## src/rtl/ex_muldiv_stage.sv

```systemverilog
// ex_muldiv_stage
//   Execute stage with a single-cycle adder and an iterative radix-2
//   multiply/divide unit. ADD completes the cycle after accept. MUL, MULHU,
//   DIVU and REMU hold decode via EX_Stall until the result has been produced.
//
// Parameters
//   XLEN   operand/result width (8, 16, 32 or 64)
//   CNT_W  iteration counter width, derived from XLEN
//
// Ports
//   Clk, Reset                  clock, asynchronous active-high reset
//   EX_Flush                    kill the in-flight or accepting operation
//   ID_Valid, ID_Op             operation request and opcode
//   ID_Rs1_data, ID_Rs2_data    register operands
//   ForwardA, ForwardB          operand forwarding selects
//   WB_Rd_data                  writeback forwarding source
//   ID_RegFile_wr_en, ID_Rd_addr destination carried with the operation
//   EX_Stall                    decode must hold its inputs
//   EX_Valid                    result outputs valid this cycle
//   EX_Result, EX_Rd_addr, EX_RegFile_wr_en  registered result outputs
//
// state | meaning
// IDLE  | waiting for an operation
// BUSY  | one multiply/divide iteration per cycle
// DONE  | multi-cycle result presented; may accept the next operation
module ex_muldiv_stage #(
  parameter int XLEN  = 32,
  parameter int CNT_W = $clog2(XLEN) + 1
) (
  input  logic            Clk,
  input  logic            Reset,
  input  logic            EX_Flush,
  input  logic            ID_Valid,
  input  logic [2:0]      ID_Op,
  input  logic [XLEN-1:0] ID_Rs1_data,
  input  logic [XLEN-1:0] ID_Rs2_data,
  input  logic [1:0]      ForwardA,
  input  logic [1:0]      ForwardB,
  input  logic [XLEN-1:0] WB_Rd_data,
  input  logic            ID_RegFile_wr_en,
  input  logic [4:0]      ID_Rd_addr,
  output logic            EX_Stall,
  output logic            EX_Valid,
  output logic [XLEN-1:0] EX_Result,
  output logic [4:0]      EX_Rd_addr,
  output logic            EX_RegFile_wr_en
);

  localparam logic [1:0] S_IDLE = 2'd0;
  localparam logic [1:0] S_BUSY = 2'd1;
  localparam logic [1:0] S_DONE = 2'd2;

  localparam logic [2:0] OP_MUL   = 3'b001;
  localparam logic [2:0] OP_MULHU = 3'b010;
  localparam logic [2:0] OP_DIVU  = 3'b011;
  localparam logic [2:0] OP_REMU  = 3'b100;

  localparam logic [CNT_W-1:0] CNT_LAST = CNT_W'(XLEN - 1);

  logic [1:0]        state_q, state_d;
  logic [CNT_W-1:0]  cnt_q, cnt_d;
  logic [2*XLEN-1:0] acc_q, acc_d;
  logic [XLEN-1:0]   opb_q, opb_d;
  logic [2:0]        op_q, op_d;
  logic [4:0]        rd_q, rd_d;
  logic              wr_q, wr_d;
  logic              valid_q, valid_d;
  logic [XLEN-1:0]   result_q, result_d;
  logic [4:0]        rd_out_q, rd_out_d;
  logic              wr_out_q, wr_out_d;

  logic [XLEN-1:0]   op1, op2;
  logic              is_multi, can_accept, accept_add, accept_multi;
  logic              is_mul_q, is_hi_q;
  logic [XLEN:0]     mul_sum;
  logic [2*XLEN-1:0] mul_step;
  logic [XLEN:0]     rem_shift, div_diff;
  logic [2*XLEN-1:0] div_step;

  always_comb begin
    case (ForwardA)
      2'b10:   op1 = result_q;
      2'b01:   op1 = WB_Rd_data;
      default: op1 = ID_Rs1_data;
    endcase
    case (ForwardB)
      2'b10:   op2 = result_q;
      2'b01:   op2 = WB_Rd_data;
      default: op2 = ID_Rs2_data;
    endcase
  end

  assign is_multi = (ID_Op == OP_MUL) || (ID_Op == OP_MULHU) ||
                    (ID_Op == OP_DIVU) || (ID_Op == OP_REMU);
  assign can_accept   = ((state_q == S_IDLE) || (state_q == S_DONE)) &&
                        ID_Valid && !EX_Flush;
  assign accept_add   = can_accept && !is_multi;
  assign accept_multi = can_accept && is_multi;

  assign is_mul_q = (op_q == OP_MUL) || (op_q == OP_MULHU);
  // MULHU and REMU both take the upper half of the accumulator.
  assign is_hi_q  = (op_q == OP_MULHU) || (op_q == OP_REMU);

  // Shift-add multiply: upper half accumulates, lower half holds the
  // remaining multiplier bits; carry out of the add shifts into the top.
  assign mul_sum  = {1'b0, acc_q[2*XLEN-1:XLEN]} +
                    (acc_q[0] ? {1'b0, opb_q} : {(XLEN+1){1'b0}});
  assign mul_step = {mul_sum, acc_q[XLEN-1:1]};

  // Restoring divide: upper half is the partial remainder, lower half shifts
  // dividend bits out and quotient bits in. A zero divisor always subtracts,
  // which yields an all-ones quotient and a remainder equal to the dividend.
  assign rem_shift = acc_q[2*XLEN-1:XLEN-1];
  assign div_diff  = rem_shift - {1'b0, opb_q};
  assign div_step  = div_diff[XLEN] ?
                     {rem_shift[XLEN-1:0], acc_q[XLEN-2:0], 1'b0} :
                     {div_diff[XLEN-1:0],  acc_q[XLEN-2:0], 1'b1};

  assign EX_Stall = (state_q == S_BUSY) || accept_multi;

  always_comb begin
    state_d  = state_q;
    cnt_d    = cnt_q;
    acc_d    = acc_q;
    opb_d    = opb_q;
    op_d     = op_q;
    rd_d     = rd_q;
    wr_d     = wr_q;
    valid_d  = 1'b0;
    wr_out_d = 1'b0;
    result_d = result_q;
    rd_out_d = rd_out_q;
    if (EX_Flush) begin
      state_d = S_IDLE;
      cnt_d   = '0;
    end else begin
      case (state_q)
        S_IDLE, S_DONE: begin
          state_d = S_IDLE;
          if (accept_add) begin
            result_d = op1 + op2;
            valid_d  = 1'b1;
            wr_out_d = ID_RegFile_wr_en;
            rd_out_d = ID_Rd_addr;
          end else if (accept_multi) begin
            acc_d   = {{XLEN{1'b0}}, op1};
            opb_d   = op2;
            op_d    = ID_Op;
            rd_d    = ID_Rd_addr;
            wr_d    = ID_RegFile_wr_en;
            cnt_d   = '0;
            state_d = S_BUSY;
          end
        end
        S_BUSY: begin
          acc_d = is_mul_q ? mul_step : div_step;
          cnt_d = cnt_q + CNT_W'(1);
          if (cnt_q == CNT_LAST) begin
            state_d  = S_DONE;
            cnt_d    = '0;
            valid_d  = 1'b1;
            wr_out_d = wr_q;
            rd_out_d = rd_q;
            result_d = is_hi_q ? acc_d[2*XLEN-1:XLEN] : acc_d[XLEN-1:0];
          end
        end
        default: begin
          state_d = S_IDLE;
          cnt_d   = '0;
        end
      endcase
    end
  end

  always_ff @(posedge Clk or posedge Reset) begin
    if (Reset) begin
      state_q  <= S_IDLE;
      cnt_q    <= '0;
      acc_q    <= '0;
      opb_q    <= '0;
      op_q     <= '0;
      rd_q     <= '0;
      wr_q     <= 1'b0;
      valid_q  <= 1'b0;
      result_q <= '0;
      rd_out_q <= '0;
      wr_out_q <= 1'b0;
    end else begin
      state_q  <= state_d;
      cnt_q    <= cnt_d;
      acc_q    <= acc_d;
      opb_q    <= opb_d;
      op_q     <= op_d;
      rd_q     <= rd_d;
      wr_q     <= wr_d;
      valid_q  <= valid_d;
      result_q <= result_d;
      rd_out_q <= rd_out_d;
      wr_out_q <= wr_out_d;
    end
  end

  assign EX_Valid         = valid_q;
  assign EX_Result        = result_q;
  assign EX_Rd_addr       = rd_out_q;
  assign EX_RegFile_wr_en = wr_out_q;

endmodule

```

## config.mk

```make
export PLATFORM = sky130hd
export DESIGN_NAME = ex_muldiv_stage
export DESIGN_NICKNAME = d
export VERILOG_FILES = /design/src/rtl/ex_muldiv_stage.sv
export SDC_FILE = /design/constraint.sdc
export NUM_CORES = 1
export LEC_CHECK = 0
export BUFFER_PORTS_ARGS = -buffer_cell sky130_fd_sc_hd__buf_4
export CORE_MARGIN = 3
export CORE_UTILIZATION = 60
export CTS_BUF_LIST = sky130_fd_sc_hd__clkbuf_16
export CTS_CLUSTER_DIAMETER = 50
export DETAILED_ROUTE_END_ITERATION = 10
export PLACE_DENSITY = 0.85
export SKIP_LAST_GASP = 1
export SYNTH_ARGS = -nofsm -noshare
export SYNTH_HDL_FRONTEND = slang
export SYNTH_SLANG_ARGS = --single-unit
```

## constraint.sdc

```tcl
create_clock -name Clk -period 5 [get_ports Clk]
set_input_delay 0.25 -clock Clk [delete_from_list [all_inputs] [get_ports Clk]]
set_output_delay 0.25 -clock Clk [all_outputs]
set_load 0.01 [all_outputs]
```

==> impl_metrics.ini, run 1 <==
[status]
status = finished, violations left
failed_checks = hold timing

[setup_path]
cp-startpoint = acc_q[31]$_DFFE_PP0P_
crit_fanout = 28
worstPathRequired_ns = 5.38
start_kind = flop
cpPeakStageDelay_ns = 0.92
crit_path_top_delay_cell = xnor2_4
path_class = flop to flop
cp-end-kind = flop
crit_chain = inv_1, ha_1, inv_1, fa_1, a211oi_1, o211ai_1, a21oi_1, a211oi_2, o221ai_4, xnor2_4, nand2_1, a31oi_1, a211oi_1, o21ai_0
crit_buf_inv = 2
r2r-start = acc_q[31]$_DFFE_PP0P_
critPathTopFamily = compound AO/OA/AOI/OAI gates
worstPathArrival_ns = 4.86

[yosys]
yosys-top-cells-count = nand2_1 (250), o21ai_0 (171), dfrtp_1 (152)
synth_top_area_share_pct = 26.7
syn-num-nets = 2020
synth_most_common_cell = nand2_1
synth_edf_count = 0
seq_area_frac_synth_pct = 26.7
async_flop_share_pct = 100
syn_area_sq_um = 14200
synth.lib_cells_used.distinct = 91
netlist.top_cell.by_area = dfrtp_1
synthFlopType = dfrtp_1
yosys_warnings = 0
syn_area_per_cell_sq_um = 7.87
synth_area_leaders = dfrtp_1 (27%), ha_1 (8.4%), nand2_1 (6.6%), o21ai_0 (6.0%), a21oi_1 (5.1%)
synth_seq_cells = 152
synthCells = 1808

[cells_and_area]
drive_above_1_share_pct = 14.5
nFillCells = 1868
fin_area_sq_um = 16100
antenna-diode-count = 0
syn_to_final_growth_pct = 13.1
nNetsFinal = 2107

[drt]
met2_length_um = 21800
met1_length_um = 20300
routed-wl-met3_um = 6760
wl_per_cell_um = 22.6
dr.first_iter.drc_count = 1777
drc_errors = 0
routed_wl_um = 50200
highest_layer = met4
vias = 15124
viasPerCell = 6.81
first_pass_iters = 6
ant_nets = 0

[clock_tree]
clk_pin_slew_worst_paths_ns = 0.09
tritoncts = done
postCtsSetupBuffers = 0
cts-root-buf = clkbuf_16
htree_levels = 4
clock_path_buffers = 2
ctsResizeCount = 0
clk_latency_ns = 0.46
cts_num_sinks = 152
cts_hold_buf = 0
cts_buffers = 17

[sta]
finClkSkew_ns = 0.0218
final-setup-viol-count = 0
whs_ns = -0.0166
hold_violations = 13
relSlewSlack_pct = 23.8
setup_tns_ns = 0
worstMarginPinSlew_ns = 1.14
slew_violations = 0
fin_crit_ns = 4.48
rsz0062_at_grt = false
finalCritPeriodShare_pct = 89.6
fmax_mhz = 223

[floorplan]
die_area_sq_um = 25600
start_util_pct = 61.9
die_w_um = 160
ios = 153
rows = 55
core_sq_um = 23000
die_h_um = 160

[placed_design]
io_buffer_count = 152
place_hpwl_um = 37300
gp_congestion = 1.04
dpl-instance-area_sq_um = 15500

[power]
p_leak_nw = 7.39
cellPowerDensity_nw_per_um2 = 649
peakVddDrop_mv = 0.345

[grt]
grt_max_degree = 103
grt.overflow.total = 0
gr-usage-all-layers_pct = 38.1
grt_pass1_vias = 14196
antenna_found_initial = 0
grt_pass1_wl_um = 78300

[job]
cap_violations = 0

[hold_path]
hp-class = input pin to asynchronous set/reset pin
[power breakdown]
part	switching, mW	leakage, nW	internal, mW	total, mW
clock network	0.627	0.296	0.757	1.38
logic	4.11	5.17	2.62	6.73
registers	0.643	1.92	1.67	2.32
[logic make-up (layout without fill, tap and decap cells)]
logic type / after synthesis / after routing / share of synthesized area, %
multiplexers: 78 / 78 / 5.85
AND/OR/NAND/NOR: 551 / 551 / 17.4
AO/OA/AOI/OAI: 656 / 656 / 29.9
flip-flops: 152 / 152 / 26.7
adder cells (fa/ha/maj): 101 / 101 / 9.01
buffers and inverters: 180 / 280 / 5.40
XOR/XNOR: 90 / 90 / 5.73
[state kept, by name, indices dropped and copies added (netlist names)]
signal / cells
EX_Result: 32
wr_q: 1
opb_q: 32
cnt_q: 6
EX_Rd_addr: 5
acc_q: 64
state_q: 2
EX_RegFile_wr_en: 1
EX_Valid: 1
rd_q: 5
op_q: 3
[metal layers]
layer / vias up / GRT usage [%]
li1: 6763 / -
met2: 1057 / 58.0
met3: 151 / 11.1
met5: - / 0
met4: 0 / 10.9
met1: 7153 / 53.1
[final timing paths]
| path | cells past startpoint | slack [ns] | to |
|---|---|---|---|
| worst max-delay path | 14 | 0.52 | EX_Result[8]$_DFFE_PP0P_ |
| worst min-delay path | 2 | -0.02 | EX_Rd_addr[0]$_DFFE_PP0P_ |
| worst max register to register | 14 | 0.52 | EX_Result[8]$_DFFE_PP0P_ |
| worst min register to register | 1 | 0.49 | EX_RegFile_wr_en$_DFF_PP0_ |
| max in group asynchronous | 3 | 3.67 | acc_q[44]$_DFFE_PP0P_ |
| min in group Clk | 2 | 0.01 | op_q[2]$_DFFE_PP0P_ |
[placed cells by master, fill, tap and decap left out, drive strengths merged, types with 50 or more instances in the layout]
cell	instances
buf	175
ha	96
a22oi	55
a21oi	147
dfrtp	152
o21ai	195
a21o	51
nand2	250
xor2	50
nor2	139
inv	79
[stage by stage]
step                total power, mW  util, %  std cells  setup WS (ns)  hold WS (ns)
CTS                            10.1     70.0       2221          0.670        0.0106
detailed placement             8.69     67.3       2189          0.633         0.471
floorplan                      6.74        -       1808          0.657         0.346
finish                         10.4     70.0       2221          0.519       -0.0166
global route                   11.0     70.0       2221          0.299        0.0315
global placement               8.55     67.3       2189          0.797         0.458
[cell type report]
type | instances | area [sq um] | area share, %
clock buffer | 17 | 425 | 2.65
clock inverter | 15 | 184 | 1.14
inverter | 73 | 279 | 1.74
multi-input combinational | 1476 | 9670 | 60.1
sequential | 152 | 3800 | 23.7
tap | 313 | 392 | 2.44
timing repair buffer | 175 | 1330 | 8.25
Power figures use the tool's default switching activity.
==> run 2: changes to the inputs <==
--- a/config.mk
+++ b/config.mk
@@ -5,6 +5,7 @@
 export SDC_FILE = /design/constraint.sdc
 export NUM_CORES = 1
 export LEC_CHECK = 0
+export ABC_AREA = 1
 export BUFFER_PORTS_ARGS = -buffer_cell sky130_fd_sc_hd__buf_4
 export CORE_MARGIN = 3
 export CORE_UTILIZATION = 60
==> impl_metrics.ini, run 2 <==
[cells_and_area]
antenna-diode-count = 0
multi_input_area_sq_um = 10300
ff_latch_area_sq_um = 3800
regMostFlops = acc_q
nFillCells = 2433
largest_reg_flops = 64
layout_common_cells = nand2_1 (935), inv_1 (414), nand3_1 (199)
drive_above_1_share_pct = 9.25
final_common_cell = nand2_1
syn_to_final_growth_pct = 11.7
nNetsFinal = 3041
fin_util_pct = 68.7

[drt]
viasPerCell = 6.01
dr.first_iter.drc_count = 2655
vias = 19088
wl_per_cell_um = 18.7
first_pass_iters = 7
ant_nets = 0
routed_wl_um = 59500
drc_errors = 0

[yosys]
netlist.top_cell.by_area = dfrtp_1
synth_most_common_cell = nand2_1
yosys-top-cells-count = nand2_1 (935), inv_1 (413), nand3_1 (200)
synth_top_area_share_pct = 23.5
synth_area_leaders = dfrtp_1 (24%), nand2_1 (22%), inv_1 (9.6%), ha_1 (7.4%), nand3_1 (6.2%)
syn-num-nets = 2942
yosys_warnings = 0
synth_seq_cells = 152
synth.lib_cells_used.distinct = 46
syn_area_per_cell_sq_um = 5.92
async_flop_share_pct = 100
seq_area_frac_synth_pct = 23.5
synthCells = 2730
synth_edf_count = 0
synthFlopType = dfrtp_1
syn_area_sq_um = 16200

[sta]
relSlewSlack_pct = 19.2
layout_setup_ws_ns = 1.45
slew_violations = 0
hold_violations = 0
fin_crit_ns = 3.55
finalCritPeriodShare_pct = 71.0
whs_ns = 0.0150
setup_tns_ns = 0
final-setup-viol-count = 0
rsz0062_at_grt = false
fmax_mhz = 282
worstMarginPinSlew_ns = 1.21
finClkSkew_ns = 0.0173

[clock_tree]
clk_pin_slew_worst_paths_ns = 0.07
cts_buffers = 17
tritoncts = done
clock_path_buffers = 2
cts-root-buf = clkbuf_16
cts_num_sinks = 152
clk_latency_ns = 0.45
htree_levels = 4

[grt]
antenna_found_initial = 1
grt_pass1_vias = 17651
gr-usage-all-layers_pct = 40.4
grt.overflow.total = 0
grt_pass1_wl_um = 92500
grt_max_degree = 108

[power]
switchingPower_mw = 5.63
clkPwrFrac_pct = 13.1
cellPowerDensity_nw_per_um2 = 567
p_leak_nw = 10.2
swShare_pct = 55.0
p_int_mw = 4.61
seq_power_share_pct = 20.9
pwr-share-comb_pct = 66.0
peakVddDrop_mv = 0.298

[hold_path]
hp-class = input pin to flop
hold_start = ID_Op[1]

[setup_path]
worstPathRequired_ns = 5.33
path_class = input pin to flop
worstPathArrival_ns = 3.88
cp-end-kind = flop
cp-startpoint = ForwardA[0]
crit_fanout = 41
r2r-start = acc_q[31]$_DFFE_PP0P_
start_kind = input pin

[floorplan]
die_h_um = 170
ios = 153
rows = 59
die_w_um = 170
start_util_pct = 61.5
die_area_sq_um = 29000
core_sq_um = 26300

[placed_design]
io_buffer_count = 152
gp_congestion = 1.05
dp_worst_setup_slack_ns = 1.11
place_hpwl_um = 45600

[job]
cap_violations = 0

[status]
status = finished, final reports clean
==> run 2: changes by cell type in the layout (fill, tap and decap cells not counted), sizes merged, moves of 34 or more <==
cell   delta
nand2   +703
inv     +351
nand3   +179
nor2     +66
a22oi    -55
mux2i    -40
mux2     -38
xnor2    -37
and2     -34
==> run 2: path summary, 6_finish.rpt <==
kind,end,slack (ns),cells past startpoint
setup / recovery,EX_Result[14]$_DFFE_PP0P_,1.45,24
hold / removal,op_q[1]$_DFFE_PP0P_,0.02,3
setup reg to reg,EX_Result[7]$_DFFE_PP0P_,1.45,20
hold reg to reg,rd_q[1]$_DFFE_PP0P_,0.47,2
max in group asynchronous,acc_q[41]$_DFFE_PP0P_,3.47,4
min in group asynchronous,EX_Rd_addr[4]$_DFFE_PP0P_,0.37,3
==> run 2: metal layers <==
metal  GRT usage (%)  vias to the layer above  wire length, um
met2            63.6                     1241            25900
met3            8.52                      230             7000
met1            54.7                     8671            23900
li1                -                     8942                -
met5               0                        -               39
met4            15.7                        4             2670
==> run 2: critical path, stage by stage <==
cell     delay, ns
buf_4         0.08
inv_1         0.03
ha_1          0.28
buf_4         0.25
inv_2         0.55
o21ai_0       0.27
inv_1         0.10
ha_1          0.22
inv_1         0.09
fa_1          0.37
inv_1         0.07
nand2_1       0.06
nand2_1       0.07
nand3_1       0.07
nand2_1       0.11
nand4_1       0.17
nand2_2       0.15
nand2_2       0.07
nand2_2       0.12
a21oi_1       0.07
o21ai_0       0.14
nand2_1       0.07
a21oi_1       0.14
nor2_1        0.06
==> run 2: logic make-up (layout without fill, tap and decap cells) <==
family / Yosys count / after routing / share of synthesized area [%]
buffers and inverters: 520 / 632 / 12.6
adders and majority gates: 99 / 99 / 7.80
AOI/OAI and AO/OA: 488 / 488 / 17.5
and+or+nand+nor: 1446 / 1446 / 37.2
xor gates and xnor gates: 25 / 25 / 1.35
DFF: 152 / 152 / 23.5
==> run 2: cell type report <==
cell class	instances	area share, %
timing repair buffer	174	7.26
clock inverter	15	0.838
multi-input combinational	2058	57.3
clock buffer	17	2.36
sequential	152	21.1
inverter	426	8.88
tap	335	2.32
==> run 2: power groups by stage <==
stage / combinational (mW) / clock [mW] / sequential (mW)
floorplan: 4.68 / 0 / 2.02
global placement: 6.37 / 0 / 2.11
detailed placement: 6.49 / 0 / 2.12
CTS: 6.54 / 1.34 / 2.11
global route: 7.48 / 1.38 / 2.18
finish: 6.76 / 1.34 / 2.14
==> run 2: what timing repair did <==
action                                  in CTS  in global routing
resized for setup                            0                  0
endpoints found under the setup margin       0                  0
hold buffers                                 2                  0
setup buffers                                0                  0
endpoints found under the hold margin       39                  0
==> run 2: through the flow <==
| stage | instance area, sq um | total power, mW | std cells |
|---|---|---|---|
| global route | 18100 | 11.0 | 3177 |
| CTS | 18100 | 9.99 | 3177 |
| global placement | 17500 | 8.48 | 3143 |
| finish | 18100 | 10.2 | 3177 |
| floorplan | 16200 | 6.69 | 2730 |
| detailed placement | 17500 | 8.61 | 3143 |
